==> src/rtl/kamus_pkg.sv <==
// Shared decode types for the kamus ID stage: operation and CSR enums,
// opcode/funct constants, the decoded bundle and the queue entry layout.
package kamus_pkg;

    // Decoded pc fields are carried at this width; narrower PCs are zero-extended.
    localparam int unsigned PcWidthMax = 32;

    localparam logic [6:0] OpcLui     = 7'b0110111;
    localparam logic [6:0] OpcAuipc   = 7'b0010111;
    localparam logic [6:0] OpcJal     = 7'b1101111;
    localparam logic [6:0] OpcJalr    = 7'b1100111;
    localparam logic [6:0] OpcBranch  = 7'b1100011;
    localparam logic [6:0] OpcLoad    = 7'b0000011;
    localparam logic [6:0] OpcStore   = 7'b0100011;
    localparam logic [6:0] OpcOpImm   = 7'b0010011;
    localparam logic [6:0] OpcOp      = 7'b0110011;
    localparam logic [6:0] OpcMiscMem = 7'b0001111;
    localparam logic [6:0] OpcSystem  = 7'b1110011;

    localparam logic [6:0] F7Base = 7'b0000000;
    localparam logic [6:0] F7Alt  = 7'b0100000;

    // OpInvalid is encoding 0 so an all-zero bundle reads as "nothing decoded".
    typedef enum logic [5:0] {
        OpInvalid,
        OpLui, OpAuipc, OpJal, OpJalr,
        OpBeq, OpBne, OpBlt, OpBge, OpBltu, OpBgeu,
        OpLb, OpLh, OpLw, OpLbu, OpLhu,
        OpSb, OpSh, OpSw,
        OpAddi, OpSlti, OpSltiu, OpXori, OpOri, OpAndi, OpSlli, OpSrli, OpSrai,
        OpAdd, OpSub, OpSll, OpSlt, OpSltu, OpXor, OpSrl, OpSra, OpOr, OpAnd,
        OpFence, OpEcall, OpEbreak, OpMret, OpWfi,
        OpCsrrw, OpCsrrs, OpCsrrc, OpCsrrwi, OpCsrrsi, OpCsrrci
    } operation_e;

    typedef enum logic [11:0] {
        CsrMstatus  = 12'h300,
        CsrMisa     = 12'h301,
        CsrMie      = 12'h304,
        CsrMtvec    = 12'h305,
        CsrMscratch = 12'h340,
        CsrMepc     = 12'h341,
        CsrMcause   = 12'h342,
        CsrMtval    = 12'h343,
        CsrMip      = 12'h344,
        CsrCycle    = 12'hC00,
        CsrTime     = 12'hC01,
        CsrInstret  = 12'hC02,
        CsrCycleh   = 12'hC80,
        CsrTimeh    = 12'hC81,
        CsrInstreth = 12'hC82,
        CsrMhartid  = 12'hF14
    } csr_e;

    typedef struct packed {
        operation_e  operation;
        logic [6:0]  opcode;
        logic [31:0] immediate;
        logic        immediate_used;
        logic [31:0] pc;
        logic [31:0] next_pc;
        logic        illegal;
    } instr_decoded_t;

    typedef struct packed {
        instr_decoded_t dec;
        logic [4:0]     rs1;
        logic [4:0]     rs2;
        logic [4:0]     rd;
        logic           is_load;
    } queue_entry_t;

    // User counters are always visible; machine CSRs only with machine mode enabled.
    function automatic logic csr_legal(input logic [11:0] addr, input logic mmode);
        logic ok;
        case (addr)
            CsrCycle, CsrTime, CsrInstret, CsrCycleh, CsrTimeh, CsrInstreth: ok = 1'b1;
            CsrMstatus, CsrMisa, CsrMie, CsrMtvec, CsrMscratch, CsrMepc, CsrMcause,
            CsrMtval, CsrMip, CsrMhartid: ok = mmode;
            default: ok = 1'b0;
        endcase
        return ok;
    endfunction

endpackage

==> src/rtl/kamus_id_stage_if.sv <==
// IF->ID offer handshake and ID->EX decoded-head handshake.
interface kamus_id_stage_if
    import kamus_pkg::*;
#(
    parameter int unsigned PC_WIDTH = 32
);
    logic                instr_valid_i;
    logic                instr_ready_o;
    logic [31:0]         instr_i;
    logic [PC_WIDTH-1:0] instr_addr_i;
    logic [PC_WIDTH-1:0] next_pc_i;
    logic                dec_valid_o;
    logic                dec_ready_i;
    instr_decoded_t      dec_o;

    // Environment side: drives fetch offers and the EX consume strobe.
    modport master (
        output instr_valid_i, instr_i, instr_addr_i, next_pc_i, dec_ready_i,
        input  instr_ready_o, dec_valid_o, dec_o
    );

    // ID stage side.
    modport slave (
        input  instr_valid_i, instr_i, instr_addr_i, next_pc_i, dec_ready_i,
        output instr_ready_o, dec_valid_o, dec_o
    );
endinterface

==> src/rtl/kamus_id_decoder.sv <==
// Purely combinational RV32I + Zicsr decoder: operation, immediate,
// register-usage flags and load detection.
module kamus_id_decoder
    import kamus_pkg::*;
#(
    parameter bit MACHINE_MODE_EN = 1'b0
) (
    input  logic [31:0] instr,
    output operation_e  operation,
    output logic [31:0] immediate,
    output logic        immediate_used,
    output logic        use_rs1,
    output logic        use_rs2,
    output logic        is_load
);
    logic [6:0]  opcode;
    logic [2:0]  funct3;
    logic [6:0]  funct7;
    logic        csr_ok;
    logic [31:0] imm_i, imm_s, imm_b, imm_u, imm_j, imm_z;

    assign opcode = instr[6:0];
    assign funct3 = instr[14:12];
    assign funct7 = instr[31:25];
    assign csr_ok = csr_legal(instr[31:20], MACHINE_MODE_EN);

    assign imm_i = {{20{instr[31]}}, instr[31:20]};
    assign imm_s = {{20{instr[31]}}, instr[31:25], instr[11:7]};
    assign imm_b = {{19{instr[31]}}, instr[31], instr[7], instr[30:25], instr[11:8], 1'b0};
    assign imm_u = {instr[31:12], 12'b0};
    assign imm_j = {{11{instr[31]}}, instr[31], instr[19:12], instr[20], instr[30:21], 1'b0};
    assign imm_z = {27'b0, instr[19:15]};

    // Operation and immediate selection; an invalid result never reports an immediate.
    always_comb begin
        operation      = OpInvalid;
        immediate      = '0;
        immediate_used = 1'b0;
        if (instr[1:0] == 2'b11) begin
            case (opcode)
                OpcLui:   begin operation = OpLui;   immediate = imm_u; immediate_used = 1'b1; end
                OpcAuipc: begin operation = OpAuipc; immediate = imm_u; immediate_used = 1'b1; end
                OpcJal:   begin operation = OpJal;   immediate = imm_j; immediate_used = 1'b1; end
                OpcJalr: begin
                    immediate = imm_i; immediate_used = 1'b1;
                    if (funct3 == 3'b000) operation = OpJalr;
                end
                OpcBranch: begin
                    immediate = imm_b; immediate_used = 1'b1;
                    case (funct3)
                        3'b000:  operation = OpBeq;
                        3'b001:  operation = OpBne;
                        3'b100:  operation = OpBlt;
                        3'b101:  operation = OpBge;
                        3'b110:  operation = OpBltu;
                        3'b111:  operation = OpBgeu;
                        default: operation = OpInvalid;
                    endcase
                end
                OpcLoad: begin
                    immediate = imm_i; immediate_used = 1'b1;
                    case (funct3)
                        3'b000:  operation = OpLb;
                        3'b001:  operation = OpLh;
                        3'b010:  operation = OpLw;
                        3'b100:  operation = OpLbu;
                        3'b101:  operation = OpLhu;
                        default: operation = OpInvalid;
                    endcase
                end
                OpcStore: begin
                    immediate = imm_s; immediate_used = 1'b1;
                    case (funct3)
                        3'b000:  operation = OpSb;
                        3'b001:  operation = OpSh;
                        3'b010:  operation = OpSw;
                        default: operation = OpInvalid;
                    endcase
                end
                OpcOpImm: begin
                    immediate = imm_i; immediate_used = 1'b1;
                    case (funct3)
                        3'b000:  operation = OpAddi;
                        3'b010:  operation = OpSlti;
                        3'b011:  operation = OpSltiu;
                        3'b100:  operation = OpXori;
                        3'b110:  operation = OpOri;
                        3'b111:  operation = OpAndi;
                        3'b001:  if (funct7 == F7Base) operation = OpSlli;
                        3'b101: begin
                            if (funct7 == F7Base) operation = OpSrli;
                            else if (funct7 == F7Alt) operation = OpSrai;
                        end
                        default: operation = OpInvalid;
                    endcase
                end
                OpcOp: begin
                    case ({funct7, funct3})
                        {F7Base, 3'b000}: operation = OpAdd;
                        {F7Alt,  3'b000}: operation = OpSub;
                        {F7Base, 3'b001}: operation = OpSll;
                        {F7Base, 3'b010}: operation = OpSlt;
                        {F7Base, 3'b011}: operation = OpSltu;
                        {F7Base, 3'b100}: operation = OpXor;
                        {F7Base, 3'b101}: operation = OpSrl;
                        {F7Alt,  3'b101}: operation = OpSra;
                        {F7Base, 3'b110}: operation = OpOr;
                        {F7Base, 3'b111}: operation = OpAnd;
                        default:          operation = OpInvalid;
                    endcase
                end
                OpcMiscMem: if (funct3 == 3'b000) operation = OpFence;
                OpcSystem: begin
                    case (funct3)
                        3'b000: begin
                            if (instr[19:7] == 13'b0) begin
                                case (instr[31:20])
                                    12'h000: operation = OpEcall;
                                    12'h001: operation = OpEbreak;
                                    12'h302: if (MACHINE_MODE_EN) operation = OpMret;
                                    12'h105: if (MACHINE_MODE_EN) operation = OpWfi;
                                    default: operation = OpInvalid;
                                endcase
                            end
                        end
                        3'b001: if (csr_ok) operation = OpCsrrw;
                        3'b010: if (csr_ok) operation = OpCsrrs;
                        3'b011: if (csr_ok) operation = OpCsrrc;
                        3'b101: if (csr_ok) operation = OpCsrrwi;
                        3'b110: if (csr_ok) operation = OpCsrrsi;
                        3'b111: if (csr_ok) operation = OpCsrrci;
                        default: operation = OpInvalid;
                    endcase
                    if (funct3[2]) begin
                        immediate      = imm_z;
                        immediate_used = 1'b1;
                    end
                end
                default: operation = OpInvalid;
            endcase
        end
        if (operation == OpInvalid) begin
            immediate      = '0;
            immediate_used = 1'b0;
        end
    end

    assign use_rs1 = !(operation inside {OpLui, OpAuipc, OpJal, OpCsrrwi, OpCsrrsi, OpCsrrci});
    assign use_rs2 = (operation != OpInvalid) &&
                     (opcode == OpcBranch || opcode == OpcStore || opcode == OpcOp);
    assign is_load = operation inside {OpLb, OpLh, OpLw, OpLbu, OpLhu};

endmodule

==> src/rtl/kamus_id_stage.sv <==
// Decode stage: decodes the IF offer, holds decoded entries in a small FIFO
// toward EX, and stalls fetch on load-use hazards.
module kamus_id_stage
    import kamus_pkg::*;
#(
    parameter int unsigned PC_WIDTH        = 32,
    parameter int unsigned DEPTH           = 2,
    parameter bit          MACHINE_MODE_EN = 1'b0
) (
    input  logic                       clk_i,
    input  logic                       rst_i,
    input  logic                       flush_i,
    kamus_id_stage_if.slave            id_if,
    input  logic                       ex_load_valid_i,
    input  logic [4:0]                 ex_load_rd_i,
    output logic [4:0]                 rs1_addr_o,
    output logic [4:0]                 rs2_addr_o,
    output logic [4:0]                 rd_addr_o,
    output logic [31:0]                stall_cnt_o,
    output logic [$clog2(DEPTH+1)-1:0] occupancy_o
);
    localparam int unsigned PtrW = (DEPTH > 1) ? $clog2(DEPTH) : 1;
    localparam int unsigned CntW = $clog2(DEPTH + 1);

    queue_entry_t    mem_q [DEPTH];
    logic [DEPTH-1:0] slot_valid_q;
    logic [PtrW-1:0] wr_ptr_q, rd_ptr_q;
    logic [CntW-1:0] count_q;
    logic [31:0]     stall_cnt_q;

    operation_e   operation;
    logic [31:0]  immediate;
    logic         immediate_used, use_rs1, use_rs2, is_load;
    logic [4:0]   in_rs1, in_rs2;
    logic         full, hazard, push, pop;
    queue_entry_t new_entry, head;

    function automatic logic [PtrW-1:0] ptr_inc(input logic [PtrW-1:0] p);
        return (p == PtrW'(DEPTH - 1)) ? '0 : p + PtrW'(1);
    endfunction

    kamus_id_decoder #(
        .MACHINE_MODE_EN(MACHINE_MODE_EN)
    ) u_decoder (
        .instr         (id_if.instr_i),
        .operation     (operation),
        .immediate     (immediate),
        .immediate_used(immediate_used),
        .use_rs1       (use_rs1),
        .use_rs2       (use_rs2),
        .is_load       (is_load)
    );

    assign in_rs1 = id_if.instr_i[19:15];
    assign in_rs2 = id_if.instr_i[24:20];

    // Assemble the queue entry for the current offer.
    always_comb begin
        new_entry                    = '0;
        new_entry.dec.operation      = operation;
        new_entry.dec.opcode         = id_if.instr_i[6:0];
        new_entry.dec.immediate      = immediate;
        new_entry.dec.immediate_used = immediate_used;
        new_entry.dec.pc             = PcWidthMax'(id_if.instr_addr_i);
        new_entry.dec.next_pc        = PcWidthMax'(id_if.next_pc_i);
        new_entry.dec.illegal        = (operation == OpInvalid);
        new_entry.rs1                = in_rs1;
        new_entry.rs2                = in_rs2;
        new_entry.rd                 = id_if.instr_i[11:7];
        new_entry.is_load            = is_load;
    end

    // Load-use hazard: a read source matches the load in EX or any queued load.
    always_comb begin
        hazard = 1'b0;
        if (use_rs1 && in_rs1 != 5'd0 && ex_load_valid_i && ex_load_rd_i == in_rs1) hazard = 1'b1;
        if (use_rs2 && in_rs2 != 5'd0 && ex_load_valid_i && ex_load_rd_i == in_rs2) hazard = 1'b1;
        for (int i = 0; i < int'(DEPTH); i++) begin
            if (slot_valid_q[i] && mem_q[i].is_load) begin
                if (use_rs1 && in_rs1 != 5'd0 && mem_q[i].rd == in_rs1) hazard = 1'b1;
                if (use_rs2 && in_rs2 != 5'd0 && mem_q[i].rd == in_rs2) hazard = 1'b1;
            end
        end
    end

    // Ready is built only from local state so dec_ready_i never reaches it combinationally.
    assign full                = (count_q == CntW'(DEPTH));
    assign id_if.instr_ready_o = !rst_i && !flush_i && !full && !hazard;
    assign id_if.dec_valid_o   = !rst_i && (count_q != '0);
    assign push                = id_if.instr_valid_i && id_if.instr_ready_o;
    assign pop                 = id_if.dec_valid_o && id_if.dec_ready_i;

    // Queue control: reset and flush override any push or pop.
    always_ff @(posedge clk_i) begin
        if (rst_i || flush_i) begin
            wr_ptr_q     <= '0;
            rd_ptr_q     <= '0;
            count_q      <= '0;
            slot_valid_q <= '0;
        end else begin
            if (push) begin
                wr_ptr_q               <= ptr_inc(wr_ptr_q);
                slot_valid_q[wr_ptr_q] <= 1'b1;
            end
            if (pop) begin
                rd_ptr_q               <= ptr_inc(rd_ptr_q);
                slot_valid_q[rd_ptr_q] <= 1'b0;
            end
            case ({push, pop})
                2'b10:   count_q <= count_q + CntW'(1);
                2'b01:   count_q <= count_q - CntW'(1);
                default: count_q <= count_q;
            endcase
        end
    end

    // Entry storage; contents are qualified by slot_valid_q so no reset is needed.
    always_ff @(posedge clk_i) begin
        if (push) mem_q[wr_ptr_q] <= new_entry;
    end

    // Saturating hazard-stall counter.
    always_ff @(posedge clk_i) begin
        if (rst_i) begin
            stall_cnt_q <= '0;
        end else if (id_if.instr_valid_i && hazard && !flush_i && stall_cnt_q != '1) begin
            stall_cnt_q <= stall_cnt_q + 32'd1;
        end
    end

    assign head        = id_if.dec_valid_o ? mem_q[rd_ptr_q] : '0;
    assign id_if.dec_o = head.dec;
    assign rs1_addr_o  = head.rs1;
    assign rs2_addr_o  = head.rs2;
    assign rd_addr_o   = head.rd;
    assign stall_cnt_o = stall_cnt_q;
    assign occupancy_o = count_q;

endmodule

==> src/flat_wrapper.sv <==
// flat-port wrapper written by rule: the top's interface ports become plain ports
module kamus_id_stage_flat import kamus_pkg::*;
#(
    parameter int unsigned PC_WIDTH        = 32,
    parameter int unsigned DEPTH           = 2,
    parameter bit          MACHINE_MODE_EN = 1'b0
)
  (clk_i, rst_i, flush_i, ex_load_valid_i, ex_load_rd_i, rs1_addr_o, rs2_addr_o, rd_addr_o, stall_cnt_o, occupancy_o, id_if_instr_valid_i, id_if_instr_i, id_if_instr_addr_i, id_if_next_pc_i, id_if_dec_ready_i, id_if_instr_ready_o, id_if_dec_valid_o, id_if_dec_o);
  kamus_id_stage_if #(.PC_WIDTH(PC_WIDTH)) id_if_i ();
  input  logic clk_i;
  input  logic rst_i;
  input  logic flush_i;
  input  logic ex_load_valid_i;
  input  logic [4:0] ex_load_rd_i;
  output logic [4:0] rs1_addr_o;
  output logic [4:0] rs2_addr_o;
  output logic [4:0] rd_addr_o;
  output logic [31:0] stall_cnt_o;
  output logic [$clog2(DEPTH+1)-1:0] occupancy_o;
  input wire logic [$bits(id_if_i.instr_valid_i)-1:0] id_if_instr_valid_i;
  input wire logic [$bits(id_if_i.instr_i)-1:0] id_if_instr_i;
  input wire logic [$bits(id_if_i.instr_addr_i)-1:0] id_if_instr_addr_i;
  input wire logic [$bits(id_if_i.next_pc_i)-1:0] id_if_next_pc_i;
  input wire logic [$bits(id_if_i.dec_ready_i)-1:0] id_if_dec_ready_i;
  output wire logic [$bits(id_if_i.instr_ready_o)-1:0] id_if_instr_ready_o;
  output wire logic [$bits(id_if_i.dec_valid_o)-1:0] id_if_dec_valid_o;
  output wire logic [$bits(id_if_i.dec_o)-1:0] id_if_dec_o;
  assign id_if_i.instr_valid_i = id_if_instr_valid_i;
  assign id_if_i.instr_i = id_if_instr_i;
  assign id_if_i.instr_addr_i = id_if_instr_addr_i;
  assign id_if_i.next_pc_i = id_if_next_pc_i;
  assign id_if_i.dec_ready_i = id_if_dec_ready_i;
  assign id_if_instr_ready_o = id_if_i.instr_ready_o;
  assign id_if_dec_valid_o = id_if_i.dec_valid_o;
  assign id_if_dec_o = id_if_i.dec_o;
  kamus_id_stage #(.PC_WIDTH(PC_WIDTH), .DEPTH(DEPTH), .MACHINE_MODE_EN(MACHINE_MODE_EN)) u_core (.clk_i(clk_i), .rst_i(rst_i), .flush_i(flush_i), .id_if(id_if_i), .ex_load_valid_i(ex_load_valid_i), .ex_load_rd_i(ex_load_rd_i), .rs1_addr_o(rs1_addr_o), .rs2_addr_o(rs2_addr_o), .rd_addr_o(rd_addr_o), .stall_cnt_o(stall_cnt_o), .occupancy_o(occupancy_o));
endmodule
==> config.mk <==
export PLATFORM = sky130hd
export DESIGN_NAME = kamus_id_stage_flat
export DESIGN_NICKNAME = d
export VERILOG_FILES = /design/src/rtl/kamus_pkg.sv /design/src/rtl/kamus_id_stage_if.sv /design/src/rtl/kamus_id_decoder.sv /design/src/rtl/kamus_id_stage.sv /design/src/flat_wrapper.sv
export SDC_FILE = /design/constraint.sdc
export NUM_CORES = 1
export LEC_CHECK = 0
export BUFFER_PORTS_ARGS = -buffer_cell sky130_fd_sc_hd__buf_2
export CORE_ASPECT_RATIO = 1.75
export CORE_MARGIN = 2
export CORE_UTILIZATION = 41
export CTS_CLUSTER_SIZE = 10
export DETAILED_ROUTE_END_ITERATION = 8
export PLACE_DENSITY_LB_ADDON = 0.08
export REMOVE_ABC_BUFFERS = 1
export SLEW_MARGIN = 25
export SYNTH_ARGS = -nofsm -noshare
export SYNTH_HDL_FRONTEND = slang
export SYNTH_SLANG_ARGS = --single-unit
==> constraint.sdc <==
create_clock -name clk_i -period 11.26 [get_ports clk_i]
set_input_delay 1.126 -clock clk_i [delete_from_list [all_inputs] [get_ports clk_i]]
set_output_delay 1.126 -clock clk_i [all_outputs]
set_load 0.01 [all_outputs]
==> insert_results.sql, run 1 <==
INSERT INTO impl_metrics (metric_group, metric, value, unit) VALUES
('run_status', 'outcome', 'finished clean', ''),
('worst_setup_path', 'r2r_slack', '7.57', 'ns'),
('min_path', 'min_from', 'u_core.stall_cnt_o[6]$_SDFFE_PP0P_', ''),
('floorplanning', 'fp.dieH', '244', 'um'),
('worst_setup_path', 'setup.worst_path.start_class', 'input pin', ''),
('sta', 'finalWorstPathRequiredPeriod', '4.73', 'ns'),
('placement', 'dpl_worst_slack', '5.99', 'ns'),
('power_and_ir_drop', 'switching_power_of_the_nets', '484', 'uW'),
('logic_synthesis', 'synth_edf_count', '254', ''),
('placement', 'io_buffer_count', '268', ''),
('clocking', 'clock_tree.buffer_depth', '3', ''),
('layout', 'regArea', '0.00841', 'mm^2'),
('logic_synthesis', 'synth_warnings', '0', ''),
('detailed_routing', 'firstDrtPassIters', '7', ''),
('detailed_routing', 'wl_cell', '19.8', 'um'),
('placement', 'routabilityCongestion', '0.883', ''),
('sta', 'min_period_over_period', '0.420', ''),
('logic_synthesis', 'synth.avg_cell_area', '12.6', 'um^2'),
('layout', 'nNetsFinal', '1430', ''),
('sta', 'rsz0062_at_grt', 'no', ''),
('worst_setup_path', 'worst-endpoint-required', '10.13', 'ns'),
('grt', 'grt_util_all_layers', '0.195', ''),
('power_and_ir_drop', 'power_density_over_the_cells', '143', 'mW/mm^2'),
('layout', 'layout-drive-gt1-share', '0.274', ''),
('floorplanning', 'rows', '87', ''),
('placement', 'dp_hpwl', '23600', 'um'),
('grt', 'grt_max_degree', '129', ''),
('logic_synthesis', 'synth.most_common_cell', 'sky130_fd_sc_hd__edfxtp_1', ''),
('detailed_routing', 'drt_drc_violations_left', '0', ''),
('worst_setup_path', 'end_kind', 'output pin', ''),
('sta', 'setup_tns_final', '0', 'ns'),
('worst_setup_path', 'delay_contributed_by_the_slowest_stage_of_the_critical_path', '0.84', 'ns'),
('grt', 'via_count_of_the_first_global_routing_pass', '9219', ''),
('grt', 'grt_overflow_total', '0', ''),
('detailed_routing', 'routed_via_density', '5.34', ''),
('logic_synthesis', 'netlist-cell-type-count', '81', ''),
('run', 'cap_violations', '0', ''),
('worst_setup_path', 'cpLargestDelayFamily', 'buffers and inverters', ''),
('grt', 'grt_pass1_wl', '51900', 'um'),
('worst_setup_path', 'timing.reg2reg.worst_path_depth', '10', ''),
('logic_synthesis', 'syn_area', '0.0135', 'mm^2'),
('clocking', 'ctsHtreeMaxLevel', '2', ''),
('worst_setup_path', 'critical_path_class', 'in2out', ''),
('detailed_routing', 'detail-route-antenna-nets', '0', ''),
('clocking', 'cts_setup_buffers', '0', ''),
('sta', 'worstMarginPinSlew', '1.04', 'ns'),
('logic_synthesis', 'netlist_top_cells_count', 'sky130_fd_sc_hd__edfxtp_1, sky130_fd_sc_hd__nor2_1, sky130_fd_sc_hd__mux2i_1, sky130_fd_sc_hd__nand2_1, sky130_fd_sc_hd__dfxtp_1', ''),
('floorplanning', 'die_area', '0.0344', 'mm^2'),
('layout', 'area.growth.synth_to_final', '19.5', '%'),
('power_and_ir_drop', 'sequentialPowerShare', '0.523', ''),
('worst_setup_path', 'r2r_end', 'u_core.mem_q[1][46]$_DFFE_PP_', ''),
('power_and_ir_drop', 'pwr-share-comb', '0.050', ''),
('logic_synthesis', 'synth_seq_area_share', '0.623', ''),
('floorplanning', 'design.core.area', '0.0323', 'mm^2'),
('min_path', 'holdCritPathClass', 'reg2reg', ''),
('power_and_ir_drop', 'clkPwrFrac', '0.427', ''),
('logic_synthesis', 'synth_top_cells_by_area', 'sky130_fd_sc_hd__edfxtp_1, sky130_fd_sc_hd__mux2i_1, sky130_fd_sc_hd__dfxtp_1', ''),
('min_path', 'min_to', 'u_core.stall_cnt_o[6]$_SDFFE_PP0P_', ''),
('worst_setup_path', 'critical_path_cell_by_cell', 'buf_2 -> buf_4 -> or2_4 -> buf_4 -> nor2_1 -> buf_2', ''),
('sta', 'timing.max_slew.rel_slack', '0.306', ''),
('logic_synthesis', 'synthesis.instances', '1073', ''),
('sta', 'slew_violations', '0', ''),
('floorplanning', 'num_io_pins', '269', ''),
('clocking', 'cts_repair_resize_count', '0', ''),
('power_and_ir_drop', 'leakage', '0.00578', 'uW'),
('power_and_ir_drop', 'sw_frac', '0.210', ''),
('min_path', 'whs_path_depth', '2', ''),
('power_and_ir_drop', 'cell_internal_pwr', '1820', 'uW'),
('layout', 'count_of_fill_cells_added_during_filler_insertion', '2961', ''),
('clocking', 'clock_tree_from_tritoncts', 'done', ''),
('sta', 'min_hold_slack', '0.496', 'ns');
worst reg2reg max path, stage by stage, from the launching register on:
cell and delay (ns):
sky130_fd_sc_hd__edfxtp_1 0.45, sky130_fd_sc_hd__xnor2_1 0.16, sky130_fd_sc_hd__nand4_1 0.09, sky130_fd_sc_hd__nor3_1 0.06, sky130_fd_sc_hd__or3_1 0.40, sky130_fd_sc_hd__a32o_1 0.26
sky130_fd_sc_hd__a21oi_4 0.20, sky130_fd_sc_hd__o21a_1 0.16, sky130_fd_sc_hd__and3_4 0.19, sky130_fd_sc_hd__buf_6 0.58, sky130_fd_sc_hd__buf_4 0.75
registers in the layout, indices dropped and copies added (netlist names), named ones only:
signal / cells
u_core.wr_ptr_q: 1
u_core.occupancy_o: 2
u_core.stall_cnt_o: 32
u_core.rd_ptr_q: 1
u_core.mem_q: 254
u_core.slot_valid_q: 2
per-layer routing:
metal | vias up | wire length (um) | GRT usage | part of all wire
met5 | - | 52 | 0 | 0.0015
met4 | 8 | 1160 | 0.0744 | 0.034
met3 | 79 | 2060 | 0.0448 | 0.060
met2 | 295 | 18500 | 0.364 | 0.54
met1 | 4434 | 12700 | 0.211 | 0.37
li1 | 4468 | - | - | -
per-stage QoR:
| stage | instance area [um^2] | std cells | util |
|---|---|---|---|
| final | 16100 | 1737 | 0.499 |
| after global routing | 16100 | 1735 | 0.499 |
| after CTS | 16100 | 1733 | 0.498 |
| after detailed placement | 15100 | 1684 | 0.468 |
| after global placement | 15100 | 1684 | 0.468 |
| after floorplan | 13200 | 1006 | - |
layout by cell type (no fill, tap or decap), types with 16 or more instances in the layout:
| cell type | Yosys | layout |
|---|---|---|
| sky130_fd_sc_hd__a21oi_1 | 33 | 33 |
| sky130_fd_sc_hd__buf_2 | 10 | 268 |
| sky130_fd_sc_hd__clkbuf_16 | 0 | 36 |
| sky130_fd_sc_hd__dfxtp_1 | 39 | 38 |
| sky130_fd_sc_hd__edfxtp_1 | 254 | 254 |
| sky130_fd_sc_hd__inv_1 | 18 | 18 |
| sky130_fd_sc_hd__mux2i_1 | 129 | 129 |
| sky130_fd_sc_hd__nand2_1 | 46 | 46 |
| sky130_fd_sc_hd__nand3_1 | 19 | 19 |
| sky130_fd_sc_hd__nor2_1 | 183 | 182 |
| sky130_fd_sc_hd__nor2b_1 | 17 | 17 |
| sky130_fd_sc_hd__nor3_1 | 16 | 16 |
| sky130_fd_sc_hd__xnor2_1 | 23 | 23 |
how the worst max path moves through the flow:
stage / startpoint / to / slack (ns) / depth (start not counted)
after floorplan: id_if_instr_i[25] / u_core.slot_valid_q[0]$_SDFF_PP0_ / 1.96 / 9
after detailed placement: id_if_instr_i[25] / u_core.mem_q[1][73]$_DFFE_PP_ / 5.99 / 11
after global routing: rst_i / id_if_dec_o[110] / 6.31 / 6
after global placement: id_if_instr_i[25] / u_core.mem_q[1][73]$_DFFE_PP_ / 5.74 / 11
final: rst_i / id_if_dec_o[110] / 6.53 / 6
after CTS: rst_i / id_if_dec_o[110] / 6.38 / 6
layout make-up:
type,count,area share
Sequential cell,293,0.522
Multi-Input combinational cell,694,0.293
Timing Repair Buffer,278,0.0889
Clock buffer,46,0.0582
Tap cell,400,0.0310
Inverter,19,0.00442
Clock inverter,3,0.00210
Antenna cell,4,0.000621
power by group through the flow:
stage	clock, uW	sequential, uW	combinational (uW)
global route	1050	1210	128
CTS	1020	1200	118
detailed placement	0	1230	117
floorplan	0	1230	52.5
global placement	0	1230	116
finish	983	1210	116
logic make-up after synthesis:
kind of cell / Yosys count / share of synthesized area
XOR/XNOR: 37 / 0.0240
flip-flops: 293 / 0.623
buffers and inverters: 86 / 0.0276
adder cells (fa/ha/maj): 2 / 0.00185
multiplexers: 142 / 0.110
AO/OA/AOI/OAI: 124 / 0.0659
AND/OR/NAND/NOR: 389 / 0.147
(Power assumes the default switching activity.)
==> run 2, diff against run 1 <==
- clock period: 11.26 -> 4.81 ns (I/O delays scaled with it)
==> run 2 against run 1 <==
Die area unchanged. Sequential share of layout area down 0.22 points. Routed wire length rose by 0.82%. Largest power group unchanged.
==> insert_results.sql, run 2 (synthesized netlist as in run 1, its figures left out) <==
INSERT INTO impl_metrics (metric_group, metric, value, unit) VALUES
('worst_setup_path', 'arrival', '3.55', 'ns'),
('sta', 'timing.max_slew.rel_slack', '0.359', ''),
('layout', 'layout-drive-gt1-share', '0.276', ''),
('layout', 'final-instance-count-excl-fill', '1740', ''),
('worst_setup_path', 'worst-endpoint-required', '4.94', 'ns'),
('worst_setup_path', 'setup.worst_path.start_class', 'input pin', ''),
('min_path', 'holdCritPathClass', 'in2reg', ''),
('clocking', 'numCtsBuffers', '35', ''),
('grt', 'via_count_of_the_first_global_routing_pass', '9262', ''),
('sta', 'setup_viol_count_final', '0', ''),
('sta', 'clock.fmax', '0.293', 'GHz'),
('layout', 'area.growth.synth_to_final', '20.0', '%'),
('clocking', 'cts_repair_resize_count', '0', ''),
('power_and_ir_drop', 'ir_worst_vdd', '0.197', 'mV'),
('layout', 'layout.cells.most_common', 'sky130_fd_sc_hd__buf_2', ''),
('detailed_routing', 'wl_cell', '20.0', 'um'),
('clocking', 'clk_transition_reported_paths', '0.05', 'ns'),
('layout', 'largest-register', 'u_core.mem_q', ''),
('floorplanning', 'fp.dieH', '244', 'um'),
('placement', 'dp_hpwl', '23800', 'um'),
('placement', 'io_buffer_count', '268', ''),
('layout', 'most-common-layout-cells', 'sky130_fd_sc_hd__buf_2, sky130_fd_sc_hd__edfxtp_1, sky130_fd_sc_hd__nor2_1', ''),
('detailed_routing', 'detail_route.wirelength', '34700', 'um'),
('placement', 'dpl_cell_area', '0.0152', 'mm^2'),
('floorplanning', 'start_util', '0.417', ''),
('power_and_ir_drop', 'leakage', '0.00580', 'uW'),
('placement', 'numPlacedInstances', '1688', ''),
('floorplanning', 'num_io_pins', '269', ''),
('floorplanning', 'die-width', '141', 'um'),
('clocking', 'clock_tree_from_tritoncts', 'done', ''),
('detailed_routing', 'drt_iter0_markers', '532', ''),
('detailed_routing', 'routed_via_density', '5.46', ''),
('clocking', 'root_buffer', 'sky130_fd_sc_hd__clkbuf_16', ''),
('clocking', 'ctsHtreeMaxLevel', '2', ''),
('run_status', 'outcome', 'finished clean', ''),
('sta', 'worstMarginPinSlew', '0.961', 'ns'),
('power_and_ir_drop', 'power_density_over_the_cells', '332', 'mW/mm^2'),
('sta', 'min_period_over_period', '0.710', ''),
('clocking', 'numClockSinks', '293', ''),
('grt', 'antenna_violations_before_repair', '8', ''),
('worst_setup_path', 'critical_path_class', 'in2reg', ''),
('clocking', 'hold_buffers', '0', ''),
('detailed_routing', 'firstDrtPassIters', '5', ''),
('worst_setup_path', 'crit_path_max_fanout', '128', ''),
('grt', 'grt_max_degree', '129', ''),
('detailed_routing', 'dr_total_vias', '9503', ''),
('worst_setup_path', 'end_kind', 'register', ''),
('grt', 'grt_util_all_layers', '0.195', ''),
('layout', 'finalInstanceArea', '0.0162', 'mm^2'),
('sta', 'setup_tns_final', '0', 'ns'),
('floorplanning', 'design.core.area', '0.0323', 'mm^2'),
('sta', 'slew_violations', '0', ''),
('sta', 'min_hold_slack', '0.155', 'ns'),
('clocking', 'clkLatencyLatePin', '0.51', 'ns'),
('layout', 'finalCoreUtilization', '0.501', ''),
('grt', 'grt_overflow_total', '0', ''),
('detailed_routing', 'drt_drc_violations_left', '0', ''),
('sta', 'finalWorstPathRequiredPeriod', '3.42', 'ns'),
('placement', 'routabilityCongestion', '0.887', ''),
('detailed_routing', 'detail-route-antenna-nets', '0', ''),
('layout', 'nNetsFinal', '1434', ''),
('floorplanning', 'rows', '87', ''),
('clocking', 'clock_tree.buffer_depth', '3', ''),
('sta', 'finalHoldViolations', '0', ''),
('floorplanning', 'die_area', '0.0344', 'mm^2'),
('grt', 'grt_pass1_wl', '52000', 'um'),
('sta', 'rsz0062_at_grt', 'no', ''),
('clocking', 'cts_setup_buffers', '0', ''),
('run', 'cap_violations', '0', ''),
('sta', 'skew', '0.0136', 'ns'),
('layout', 'largest_reg_flops', '254', '');
-- run 2: per-stage QoR --
step,setup WS [ns],power (uW)
2_1_floorplan,-3.84,3000
3_3_place_gp,0.998,3150
3_5_place_dp,0.926,3150
4_1_cts,1.49,5450
5_1_grt,1.30,5560
6_report,1.39,5370
-- run 2: final timing paths --
kind,from,end,slack [ns],depth (start not counted)
max,id_if_instr_i[13],u_core.mem_q[1][28]$_DFFE_PP_,1.39,10
min,id_if_instr_addr_i[3],u_core.mem_q[1][52]$_DFFE_PP_,0.16,1
max reg2reg,u_core.stall_cnt_o[3]$_SDFFE_PP0P_,u_core.stall_cnt_o[23]$_SDFFE_PP0P_,1.70,10
min reg2reg,u_core.stall_cnt_o[24]$_SDFFE_PP0P_,u_core.stall_cnt_o[24]$_SDFFE_PP0P_,0.50,2
-- run 2: final cells by class --
type	instances	area, um^2
antenna	5	12.5
clock buffer	44	910
clock inverter	3	40.0
fill	2946	16100
inverter	19	71.3
multi-input combinational	694	4720
sequential	293	8410
tap	400	500
timing repair buffer	282	1520
-- run 2: critical path, cell delays in order --
cell,delay [ns]
sky130_fd_sc_hd__buf_2,0.30
sky130_fd_sc_hd__nand2b_1,0.30
sky130_fd_sc_hd__o2111ai_2,0.23
sky130_fd_sc_hd__a2111oi_0,0.50
sky130_fd_sc_hd__a31oi_1,0.17
sky130_fd_sc_hd__a32o_1,0.34
sky130_fd_sc_hd__a21oi_4,0.20
sky130_fd_sc_hd__o21a_1,0.16
sky130_fd_sc_hd__and3_4,0.20
sky130_fd_sc_hd__buf_12,0.50
-- run 2: layer usage --
layer | track usage | part of all wire
met5 | 0 | 0.0012
met1 | 0.219 | 0.38
met3 | 0.0468 | 0.062
met2 | 0.345 | 0.51
met4 | 0.0947 | 0.047
-- run 2: power breakdown --
part	switching [uW]	total [uW]	leakage [uW]	internal, uW
clock network	953	2270	0.000456	1320
registers	14.2	2820	0.00250	2810
logic	177	277	0.00285	100
total	1140	5370	0.00580	4230
==> run 3, diff against run 2 <==
- clock period: 4.81 -> 3.6 ns (I/O delays scaled with it)
==> run 3 against run 2 <==
Final cell count rose by 1.6%. Die area did not move. Global-route usage rose by 0.24 points. Sequential power rose by 34%. Critical endpoint is now id_if_instr_ready_o. Largest cell class unchanged.
==> insert_results.sql, run 3 (synthesized netlist as in run 1, its figures left out) <==
INSERT INTO impl_metrics (metric_group, metric, value, unit) VALUES
('clocking', 'hold_buffers', '0', ''),
('sta', 'slew_violations', '0', ''),
('power_and_ir_drop', 'ir_worst_vdd', '0.261', 'mV'),
('clocking', 'clk_transition_reported_paths', '0.05', 'ns'),
('detailed_routing', 'detail-route-antenna-nets', '0', ''),
('worst_setup_path', 'worst-endpoint-required', '3.24', 'ns'),
('layout', 'layout.cells.most_common', 'sky130_fd_sc_hd__buf_2', ''),
('clocking', 'ctsHtreeMaxLevel', '2', ''),
('power_and_ir_drop', 'clkPwrFrac', '0.426', ''),
('sta', 'post-route-worst-setup-slack', '0.509', 'ns'),
('layout', 'nNetsFinal', '1466', ''),
('sta', 'rsz0062_at_grt', 'no', ''),
('power_and_ir_drop', 'sw_frac', '0.211', ''),
('clocking', 'clock_tree_from_tritoncts', 'done', ''),
('worst_setup_path', 'arrival', '2.73', 'ns'),
('worst_setup_path', 'end_kind', 'output pin', ''),
('clocking', 'clock_tree.buffer_depth', '3', ''),
('power_and_ir_drop', 'cell_internal_pwr', '5730', 'uW'),
('sta', 'setup_viol_count_final', '0', ''),
('worst_setup_path', 'timing.critical_path.from', 'id_if_instr_i[25]', ''),
('power_and_ir_drop', 'switching_power_of_the_nets', '1530', 'uW'),
('clocking', 'clkLatencyLatePin', '0.52', 'ns'),
('placement', 'routabilityCongestion', '0.904', ''),
('worst_setup_path', 'r2r_slack', '0.71', 'ns'),
('sta', 'worstMarginPinSlew', '0.644', 'ns'),
('worst_setup_path', 'critical_path_class', 'in2out', ''),
('detailed_routing', 'firstDrtPassIters', '5', ''),
('layout', 'largest_reg_flops', '254', ''),
('worst_setup_path', 'timing.reg2reg.worst_path_depth', '10', ''),
('placement', 'dpl_worst_slack', '-0.0489', 'ns'),
('grt', 'grt_overflow_total', '0', ''),
('clocking', 'numClockSinks', '293', ''),
('placement', 'dp_hpwl', '25400', 'um'),
('sta', 'finalHoldViolations', '0', ''),
('floorplanning', 'design.core.area', '0.0323', 'mm^2'),
('grt', 'via_count_of_the_first_global_routing_pass', '9416', ''),
('floorplanning', 'die-width', '141', 'um'),
('layout', 'layout-drive-gt1-share', '0.294', ''),
('power_and_ir_drop', 'sequentialPowerShare', '0.519', ''),
('detailed_routing', 'drt_iter0_markers', '520', ''),
('layout', 'finalInstanceArea', '0.0166', 'mm^2'),
('sta', 'setup_tns_final', '0', 'ns'),
('grt', 'grt_util_all_layers', '0.197', ''),
('sta', 'skew', '0.0103', 'ns'),
('clocking', 'cts_repair_resize_count', '0', ''),
('power_and_ir_drop', 'leakage', '0.00601', 'uW'),
('detailed_routing', 'detail_route.wirelength', '35000', 'um'),
('floorplanning', 'die_area', '0.0344', 'mm^2'),
('run_status', 'outcome', 'finished clean', ''),
('sta', 'timing.max_slew.rel_slack', '0.571', ''),
('floorplanning', 'num_io_pins', '269', ''),
('floorplanning', 'start_util', '0.417', ''),
('layout', 'largest-register', 'u_core.mem_q', ''),
('grt', 'antenna_violations_before_repair', '2', ''),
('grt', 'grt_pass1_wl', '52500', 'um'),
('worst_setup_path', 'r2r_end', 'u_core.stall_cnt_o[19]$_SDFFE_PP0P_', ''),
('clocking', 'cts_setup_buffers', '0', ''),
('run', 'cap_violations', '0', ''),
('power_and_ir_drop', 'pwr-share-comb', '0.054', ''),
('layout', 'most-common-layout-cells', 'sky130_fd_sc_hd__buf_2, sky130_fd_sc_hd__edfxtp_1, sky130_fd_sc_hd__nor2_1', ''),
('detailed_routing', 'wl_cell', '19.8', 'um'),
('floorplanning', 'rows', '87', ''),
('clocking', 'numCtsBuffers', '35', ''),
('min_path', 'min_to', 'u_core.mem_q[1][33]$_DFFE_PP_', ''),
('detailed_routing', 'routed_via_density', '5.32', ''),
('placement', 'dpl_cell_area', '0.0156', 'mm^2'),
('placement', 'io_buffer_count', '268', ''),
('worst_setup_path', 'setup.worst_path.start_class', 'input pin', ''),
('detailed_routing', 'dr_total_vias', '9408', ''),
('layout', 'area.growth.synth_to_final', '22.8', '%'),
('grt', 'grt_max_degree', '75', ''),
('clocking', 'root_buffer', 'sky130_fd_sc_hd__clkbuf_16', ''),
('detailed_routing', 'drt_drc_violations_left', '0', ''),
('worst_setup_path', 'crit_path_max_fanout', '4', ''),
('sta', 'finalWorstPathRequiredPeriod', '3.09', 'ns'),
('placement', 'numPlacedInstances', '1720', ''),
('sta', 'min_period_over_period', '0.859', ''),
('min_path', 'holdCritPathClass', 'in2reg', ''),
('sta', 'clock.fmax', '0.324', 'GHz'),
('floorplanning', 'fp.dieH', '244', 'um'),
('layout', 'final-instance-count-excl-fill', '1767', ''),
('worst_setup_path', 'crit-reg2reg-launch', 'u_core.mem_q[1][2]$_DFFE_PP_', ''),
('min_path', 'min_from', 'id_if_next_pc_i[16]', ''),
('power_and_ir_drop', 'power_density_over_the_cells', '438', 'mW/mm^2'),
('min_path', 'whs_path_depth', '1', '');
run 3: changes by cell type in the layout (fill, tap and decap cells not counted):
cell / change
sky130_fd_sc_hd__buf_12: +10
sky130_fd_sc_hd__clkinv_2: +1
sky130_fd_sc_hd__clkbuf_1: -2
sky130_fd_sc_hd__bufinv_16: +1
sky130_fd_sc_hd__clkinvlp_4: -1
sky130_fd_sc_hd__diode_2: -4
sky130_fd_sc_hd__buf_4: +22
run 3: layout make-up:
cell class	instances	area, um^2
fill	2869	15800
sequential	293	8410
multi-input combinational	694	4720
timing repair buffer	314	1890
clock buffer	42	902
tap	400	500
inverter	19	71.3
clock inverter	4	67.6
antenna	1	2.50
run 3: stage by stage:
| stage | util | power, uW | hold WS (ns) |
|---|---|---|---|
| after floorplan | - | 4010 | 0.429 |
| after global placement | 0.482 | 4230 | 0.478 |
| after detailed placement | 0.482 | 4240 | 0.487 |
| after CTS | 0.512 | 7340 | 0.00486 |
| after global routing | 0.512 | 7480 | 0.0146 |
| final | 0.512 | 7260 | 0.0310 |
run 3: worst max path at each step:
| stage | end | slack, ns | depth (start not counted) |
|---|---|---|---|
| 3_3_place_gp | u_core.mem_q[1][34]$_DFFE_PP_ | -0.05 | 11 |
| 4_1_cts | id_if_instr_ready_o | 0.40 | 10 |
| 5_1_grt | id_if_instr_ready_o | 0.33 | 10 |
| 2_1_floorplan | u_core.slot_valid_q[0]$_SDFF_PP0_ | -4.93 | 9 |
| 6_report | id_if_instr_ready_o | 0.51 | 10 |
| 3_5_place_dp | u_core.mem_q[1][17]$_DFFE_PP_ | -0.05 | 11 |
run 3: metal layers:
metal,track usage,part of all wire
met1,0.222,0.38
met2,0.364,0.53
met3,0.0350,0.050
met4,0.0806,0.037
met5,0,0.00037
run 3: critical path: stages:
cell                        delay [ns]
sky130_fd_sc_hd__buf_2            0.11
sky130_fd_sc_hd__nor4_1           0.52
sky130_fd_sc_hd__buf_4            0.24
sky130_fd_sc_hd__nand4_1          0.10
sky130_fd_sc_hd__a2111oi_0        0.41
sky130_fd_sc_hd__a31oi_1          0.15
sky130_fd_sc_hd__a32o_1           0.33
sky130_fd_sc_hd__a21oi_4          0.20
sky130_fd_sc_hd__o21a_1           0.16
sky130_fd_sc_hd__buf_2            0.14
run 3: power by group through the flow:
stage / Combinational, uW / Sequential (uW) / Clock, uW
after CTS: 399 / 3770 / 3180
after global placement: 392 / 3840 / 0
after floorplan: 164 / 3850 / 0
final: 394 / 3770 / 3090
after detailed placement: 397 / 3840 / 0
after global routing: 429 / 3770 / 3280
